--- config.mk ---
export PLATFORM = sky130hd
export DESIGN_NAME = ls446_bus_sequencer
export DESIGN_NICKNAME = d
export VERILOG_FILES = /design/src/rtl/ls446_bus_sequencer.sv
export SDC_FILE = /design/constraint.sdc
export NUM_CORES = 1
export LEC_CHECK = 0
export BUFFER_PORTS_ARGS = -buffer_cell sky130_fd_sc_hd__buf_2
export CAP_MARGIN = 20
export CELL_PAD_IN_SITES_DETAIL_PLACEMENT = 1
export CELL_PAD_IN_SITES_GLOBAL_PLACEMENT = 2
export CORE_ASPECT_RATIO = 1.4
export CORE_MARGIN = 1.5
export CORE_UTILIZATION = 31
export DETAILED_ROUTE_END_ITERATION = 10
export GPL_ROUTABILITY_DRIVEN = 0
export HOLD_SLACK_MARGIN = 0.12
export PLACE_DENSITY = 0.8
export SLEW_MARGIN = 15
export SYNTH_ARGS = -nofsm -noshare
export SYNTH_HDL_FRONTEND = slang
export SYNTH_SLANG_ARGS = --single-unit
--- constraint.sdc ---
create_clock -name clk -period 1.97 [get_ports clk]
set_input_delay 0.2955 -clock clk [delete_from_list [all_inputs] [get_ports clk]]
set_output_delay 0.2955 -clock clk [all_outputs]
set_load 0.02 [all_outputs]
--- src/rtl/ls446_bus_sequencer.sv ---
// rtl/ls446_bus_sequencer.sv - two-requester sequencer/arbiter for one sn74ls446 bus transceiver
// Guarantees direction setup, dead-time turnaround, round-robin ties and hold preemption.
module ls446_bus_sequencer #(
    parameter int unsigned SETUP_CYC = 1,
    parameter int unsigned TURN_CYC  = 2,
    parameter int unsigned MAX_HOLD  = 16
) (
    input  logic       clk,
    input  logic       rst_n,
    input  logic       req_ab,
    input  logic [3:0] mask_ab,
    input  logic       req_ba,
    input  logic [3:0] mask_ba,
    output logic       gnt_ab,
    output logic       gnt_ba,
    output logic       gab,
    output logic       gba,
    output logic [3:0] dir,
    output logic       busy
);

    typedef enum logic [1:0] {
        S_IDLE,
        S_SETUP,
        S_DRIVE,
        S_TURN
    } state_t;

    localparam logic [7:0] SETUP_LAST = 8'(SETUP_CYC - 1);
    localparam logic [7:0] TURN_LAST  = 8'(TURN_CYC - 1);
    localparam logic [7:0] HOLD_MAX   = 8'(MAX_HOLD);

    state_t     state_q, state_d;
    logic [7:0] cnt_q, cnt_d;
    logic       owner_ba_q, owner_ba_d;
    logic       last_ba_q, last_ba_d;
    logic [3:0] dir_q, dir_d;
    logic       gab_q, gab_d;
    logic       gba_q, gba_d;
    logic       gnt_ab_q, gnt_ab_d;
    logic       gnt_ba_q, gnt_ba_d;
    logic       busy_q, busy_d;

    logic       owner_req;
    logic       other_req;

    always_comb begin
        owner_req = owner_ba_q ? req_ba : req_ab;
        other_req = owner_ba_q ? req_ab : req_ba;
    end

    always_comb begin
        state_d    = state_q;
        cnt_d      = cnt_q;
        owner_ba_d = owner_ba_q;
        last_ba_d  = last_ba_q;
        dir_d      = dir_q;
        gab_d      = 1'b1;
        gba_d      = 1'b1;
        gnt_ab_d   = 1'b0;
        gnt_ba_d   = 1'b0;

        case (state_q)
            S_IDLE: begin
                // A tie goes to whichever side did not own the bus last.
                if (req_ab && (!req_ba || last_ba_q)) begin
                    owner_ba_d = 1'b0;
                    dir_d      = mask_ab;
                    cnt_d      = 8'd0;
                    state_d    = S_SETUP;
                end else if (req_ba) begin
                    owner_ba_d = 1'b1;
                    dir_d      = ~mask_ba;
                    cnt_d      = 8'd0;
                    state_d    = S_SETUP;
                end
            end

            S_SETUP: begin
                if (!owner_req) begin
                    cnt_d   = 8'd0;
                    state_d = S_IDLE;
                end else if (cnt_q == SETUP_LAST) begin
                    cnt_d    = 8'd0;
                    state_d  = S_DRIVE;
                    gab_d    = owner_ba_q;
                    gba_d    = !owner_ba_q;
                    gnt_ab_d = !owner_ba_q;
                    gnt_ba_d = owner_ba_q;
                end else begin
                    cnt_d = cnt_q + 8'd1;
                end
            end

            S_DRIVE: begin
                if (!owner_req || (cnt_q == HOLD_MAX && other_req)) begin
                    cnt_d     = 8'd0;
                    last_ba_d = owner_ba_q;
                    state_d   = S_TURN;
                end else begin
                    gab_d    = owner_ba_q;
                    gba_d    = !owner_ba_q;
                    gnt_ab_d = !owner_ba_q;
                    gnt_ba_d = owner_ba_q;
                    // Saturate so an uncontested owner can hold indefinitely.
                    cnt_d    = (cnt_q == HOLD_MAX) ? cnt_q : cnt_q + 8'd1;
                end
            end

            S_TURN: begin
                if (cnt_q == TURN_LAST) begin
                    cnt_d   = 8'd0;
                    state_d = S_IDLE;
                end else begin
                    cnt_d = cnt_q + 8'd1;
                end
            end

            default: begin
                cnt_d   = 8'd0;
                state_d = S_IDLE;
            end
        endcase

        busy_d = (state_d != S_IDLE);
    end

    always_ff @(posedge clk or negedge rst_n) begin
        if (!rst_n) begin
            state_q    <= S_IDLE;
            cnt_q      <= 8'd0;
            owner_ba_q <= 1'b0;
            last_ba_q  <= 1'b1;
            dir_q      <= 4'b0000;
            gab_q      <= 1'b1;
            gba_q      <= 1'b1;
            gnt_ab_q   <= 1'b0;
            gnt_ba_q   <= 1'b0;
            busy_q     <= 1'b0;
        end else begin
            state_q    <= state_d;
            cnt_q      <= cnt_d;
            owner_ba_q <= owner_ba_d;
            last_ba_q  <= last_ba_d;
            dir_q      <= dir_d;
            gab_q      <= gab_d;
            gba_q      <= gba_d;
            gnt_ab_q   <= gnt_ab_d;
            gnt_ba_q   <= gnt_ba_d;
            busy_q     <= busy_d;
        end
    end

    assign gnt_ab = gnt_ab_q;
    assign gnt_ba = gnt_ba_q;
    assign gab    = gab_q;
    assign gba    = gba_q;
    assign dir    = dir_q;
    assign busy   = busy_q;

endmodule

# --- Yosys cells after proc, flatten, opt, wreduce, memory -nomap -nowiden ---
# Index checks and enable logic that the tools add are counted.
totals:
  rom_bits: 0
  ram_bits: 0
  reg_bits: 21
  mem_count: 0
  wordCells: 70
  output_inout_bits: 9
  latchBits: 0
  input_bits: 12
op_classes:
  multipliers: 0
  muxes: 37
  shifts: 0
  n_bitwise: 1
  reduce_logical: 14
  n_eq_ne: 7
  n_div: 0
  magnitude_cmp: 0
  addsub: 1
ops:
  columns: ["cell", "count"]
  rows:
  - ["$mux W8", 7]
  - ["$pmux W8 S4", 1]
  - ["$mux W1", 16]
  - ["$mux W2", 6]
  - ["$add A8 B1 Y8 const B", 1]
  - ["$eq A8 B1 Y1 const B", 1]
  - ["$eq A8 B5 Y1 const B", 1]
  - ["$logic_not A8 Y1", 1]
  - ["$mux W4", 2]
  - ["$pmux W1 S2", 4]
  - ["$pmux W2 S4", 1]
  - ["$ne A3 B3 Y1 const B", 2]
  - ["$reduce_and A2 Y1", 3]
  - ["$eq A2 B2 Y1 const B", 2]
  - ["$not A4 Y4", 1]
  - ["$reduce_bool A2 Y1", 2]
  - ["$logic_not A1 Y1", 3]
  - ["$eq A2 B1 Y1 const B", 1]
  - ["$logic_and A1 B1 Y1", 2]
  - ["$logic_not A2 Y1", 1]
  - ["$logic_or A1 B1 Y1", 2]

# --- Logic depth before layout (Yosys ltp) ---
depth:
  ltp_word: 6
  mapped_depth: 7

# --- Least setup slack after synthesis ---
# Ideal clock, no wire load.
synth_timing:
  kind: "flip-flop to flip-flop"
  start: "register cnt_q[0]"
  end: "register cnt_q[6]"
  stages_incl_launch_ff: 8
  path_buffers: 0
  setup_slack_ns: -0.011
  t_arrival_ns: 1.855
  synth_period_minus_slack_ns: 1.981
  cell_sequence: "dfrtp_1 -> inv_1 -> ha_1 -> nor3b_2 -> a211oi_1 -> o31ai_4 -> nor2_2 -> a221o_1"
synth_between:
  elab_chain_len: 5
  elab_cells_between_ends: 14
  cone_classes: "1 x add/sub; 3 x eq/ne; 6 x mux; 4 x reduce/logical"
synth_lines:
  columns: ["element", "line_no", "source"]
  rows:
  - ["start, declared", "34", "logic [7:0] cnt_q, cnt_d;"]
  - ["start signal, assigned", "142", "cnt_q <= cnt_d;"]
  - ["branches (longest 5 deep; another with $add A8 B1 Y8)", null, null]
# Parallel ways; which one is timed is not known. The select of a mux whose other input is x is not followed.
# A chain may end at the register's enable or synchronous reset.

# --- Worst setup path in the final report ---
layout_timing:
  start: "register cnt_q[0]"
  end: "register cnt_q[4]"
# The elaborated chain is that of the path after synthesis.

==> out/qor.csv <==
stage,metric,value,unit
yosys,synth-xor-area-share,0,
pwr,power.leakage,0.8586,nW
yosys,synthMuxAreaShare,0.02502,
clocking,cts_buffers,3,
detailed_routing,vias,1211,
grt,grt_max_degree,22,
sta,tightest_slew,605.0,ps
detailed_routing,drc,10,
hold_path,hold_path.class,primary input to flop,
finish,largest_reg_flops,8,
finish,fin_area,0.001758,mm²
yosys,yosysMostFrequentCell,nand2_1,
grt,antenna_found_initial,0,
grt,grtUsageTotal,0.1678,
detailed_routing,drt_wl_total,3.570,mm
sta,finClkSkew,2.575,ps
finish,syn_to_final_growth,35.23,%
outcome,violations,"DRC, setup timing",
finish,final_core_util,0.4410,
yosys,synth.largest_area_cell,dfrtp_1,
placement,port_buffers,20,
sta,finalCriticalPeriod,1978,ps
clocking,cts_sinks,21,
yosys,synth_edf_count,0,
worst_setup_path,arrival,2130,ps
sta,fin_crit_sh,1.004,
worst_setup_path,path_max_fanout,4,
finish,final_cells,236,
clocking,cts_root_buf,clkbuf_8,
grt,grt_overflow,0,
yosys,ys.warnings.count,0,
detailed_routing,wl_per_cell,15.13,µm
finish,finish.net_count,214,
sta,drv_slew,0,
finish,diodes,0,
yosys,synth_area_leaders,"dfrtp_1, ha_1, dfstp_2",
die,row_count,27,
sta,finalHoldViolCount,0,
clocking,cts_tree,built,
pwr,vdd_ir_drop_max,0.0002795,V
die,start_util,0.3261,
sta,final.setup.worst_slack,-8.062,ps
die,coreArea,0.003986,mm²
grt,grt_pass1_wl,5.913,mm
yosys,synth_top_family_by_area,simple AND/OR/NAND/NOR gates,
worst_setup_path,path_class,flop to flop,
detailed_routing,dr.pass1.iters,7,
yosys,syn_area,0.001300,mm²
run,maxCapViolCount,0,
worst_setup_path,required,2120,ps
die,dieWidth,57.73,µm
worst_setup_path,end_kind,flop,
yosys,synth-compound-area-share,0.2040,
sta,fin_hold_ws,302.3,ps
yosys,ys_async_sr_fraction,1.000,
yosys,synth_common_cells,"nand2_1, dfrtp_1, inv_1, o21ai_0, nor2_1",
yosys,seq_area_frac_synth,0.4071,
pwr,power.density,1117,mW/mm²
detailed_routing,vias_per_cell,5.131,
pwr,p_total,1.963,mW
yosys,avgSynthCellArea,9.352,µm²
outcome,status,"finished, violations left",
detailed_routing,ant_nets,0,
die,io_pins,21,
yosys,synthAdderAreaFrac,0.07700,
finish,final_layout_size_suffix_gt1_frac,0.3575,
clocking,clkSlewWorstSetupHoldPaths,80,ps
finish,top_register,cnt_q,
yosys,netlist_instances,139,
sta,fmax,505.5,MHz
yosys,synth_ff_type,dfrtp_1,
worst_setup_path,cp-start-kind,flop,
detailed_routing,drt_iter0_drc,25,
yosys,syn-num-nets,159,
sta,relSlewSlack,0.5939,
placement,place_area,0.001640,mm²
yosys,synth_top_area_frac,0.3465,
clocking,cts_buffer_depth,2,
placement,placed_cells,226,
sta,finalSetupViolations,2,
clocking,htree_levels,1,
clocking,clock_latency,260,ps
yosys,yosys.area_share.simple,0.2579,
die,dieArea,0.004596,mm²
die,die_h,79.62,µm
placement,dpl.hpwl,2.827,mm
yosys,synth.distinct_cells,40,
yosys,synth-seq-cells,21,
sta,grt_setup_unrepaired,true,
grt,grt_pass1_vias,1311,
==> stage by stage <==
stage	setup WS (ps)	TNS (ps)
6_report	-8.062	-14.53
5_1_grt	-101.4	-414.5
4_1_cts	16.00	0
3_5_place_dp	-10.35	-13.46
3_3_place_gp	71.85	0
2_1_floorplan	46.97	0
==> critical path, cell delays in order (launching register included) <==
cell and delay (ps):
dfrtp_1 400, inv_2 60, ha_1 130, nor3b_4 290
a311oi_2 180, o31ai_4 330, buf_4 180, nor2_1 40
a221o_1 250
==> routing by layer <==
layer  vias up  GRT usage  part of all wire
li1        601          -                 -
met1       586     0.1712              0.36
met2        20     0.3364              0.59
met3         4    0.02431             0.032
met4         0    0.05116             0.012
met5         -          0                 0
==> cells in the final DEF, fill, tap and decap left out, types with 2 or more instances in the layout <==
master     n
or2_1      2
clkbuf_8   3
nor2_1     9
nand4_1    3
o21ai_1    7
nand2_1   21
o21a_1     2
nand2b_1   3
and3_1     4
a221o_1    3
buf_2     20
dfrtp_1   17
o21ai_0   10
nand3_1    2
dfstp_2    3
ha_1       8
buf_4     29
o21bai_1   3
inv_1      8
a21oi_1    3
nor2b_1    3
a22o_1     3
inv_2      2
==> cells by family after synthesis <==
logic type,after synthesis
adders and majority gates,8
muxes,3
buffers and inverters,10
DFF,21
AOI/OAI and AO/OA,38
and+or+nand+nor,59
==> what timing repair did <==
action                                 in CTS  in global routing
pin swaps                                   3                  8
hold buffers                                1                  0
endpoints found under the hold margin      18                  0
setup buffers                               2                  4
resized for setup                           1                  6
setup endpoints to repair                   2                  8
==> area by class of cell <==
type | count | area (µm²)
clock buffer | 4 | 45.04
multi-input combinational | 108 | 763.2
sequential | 21 | 530.5
timing repair buffer | 50 | 327.8
fill | 487 | 2228
tap | 43 | 53.80
inverter | 10 | 37.54
==> power breakdown <==
| part | switching, mW | internal, mW |
|---|---|---|
| sequential | 0.0526 | 0.574 |
| clock | 0.140 | 0.144 |
| combinational | 0.602 | 0.450 |
==> path summary, 6_finish.rpt <==
check,start,end,slack (ps),cells past startpoint
max in group asynchronous,rst_n,cnt_q[7],1070,2
min in group asynchronous,rst_n,gnt_ab,540,2
hold reg to reg,dir[1],dir[1],480,2
setup / recovery,cnt_q[0],cnt_q[4],-8,8
setup reg to reg,cnt_q[0],cnt_q[4],-8,8
hold / removal,mask_ba[3],dir[3],300,4
Note: power is estimated with default switching activity, not from simulation.
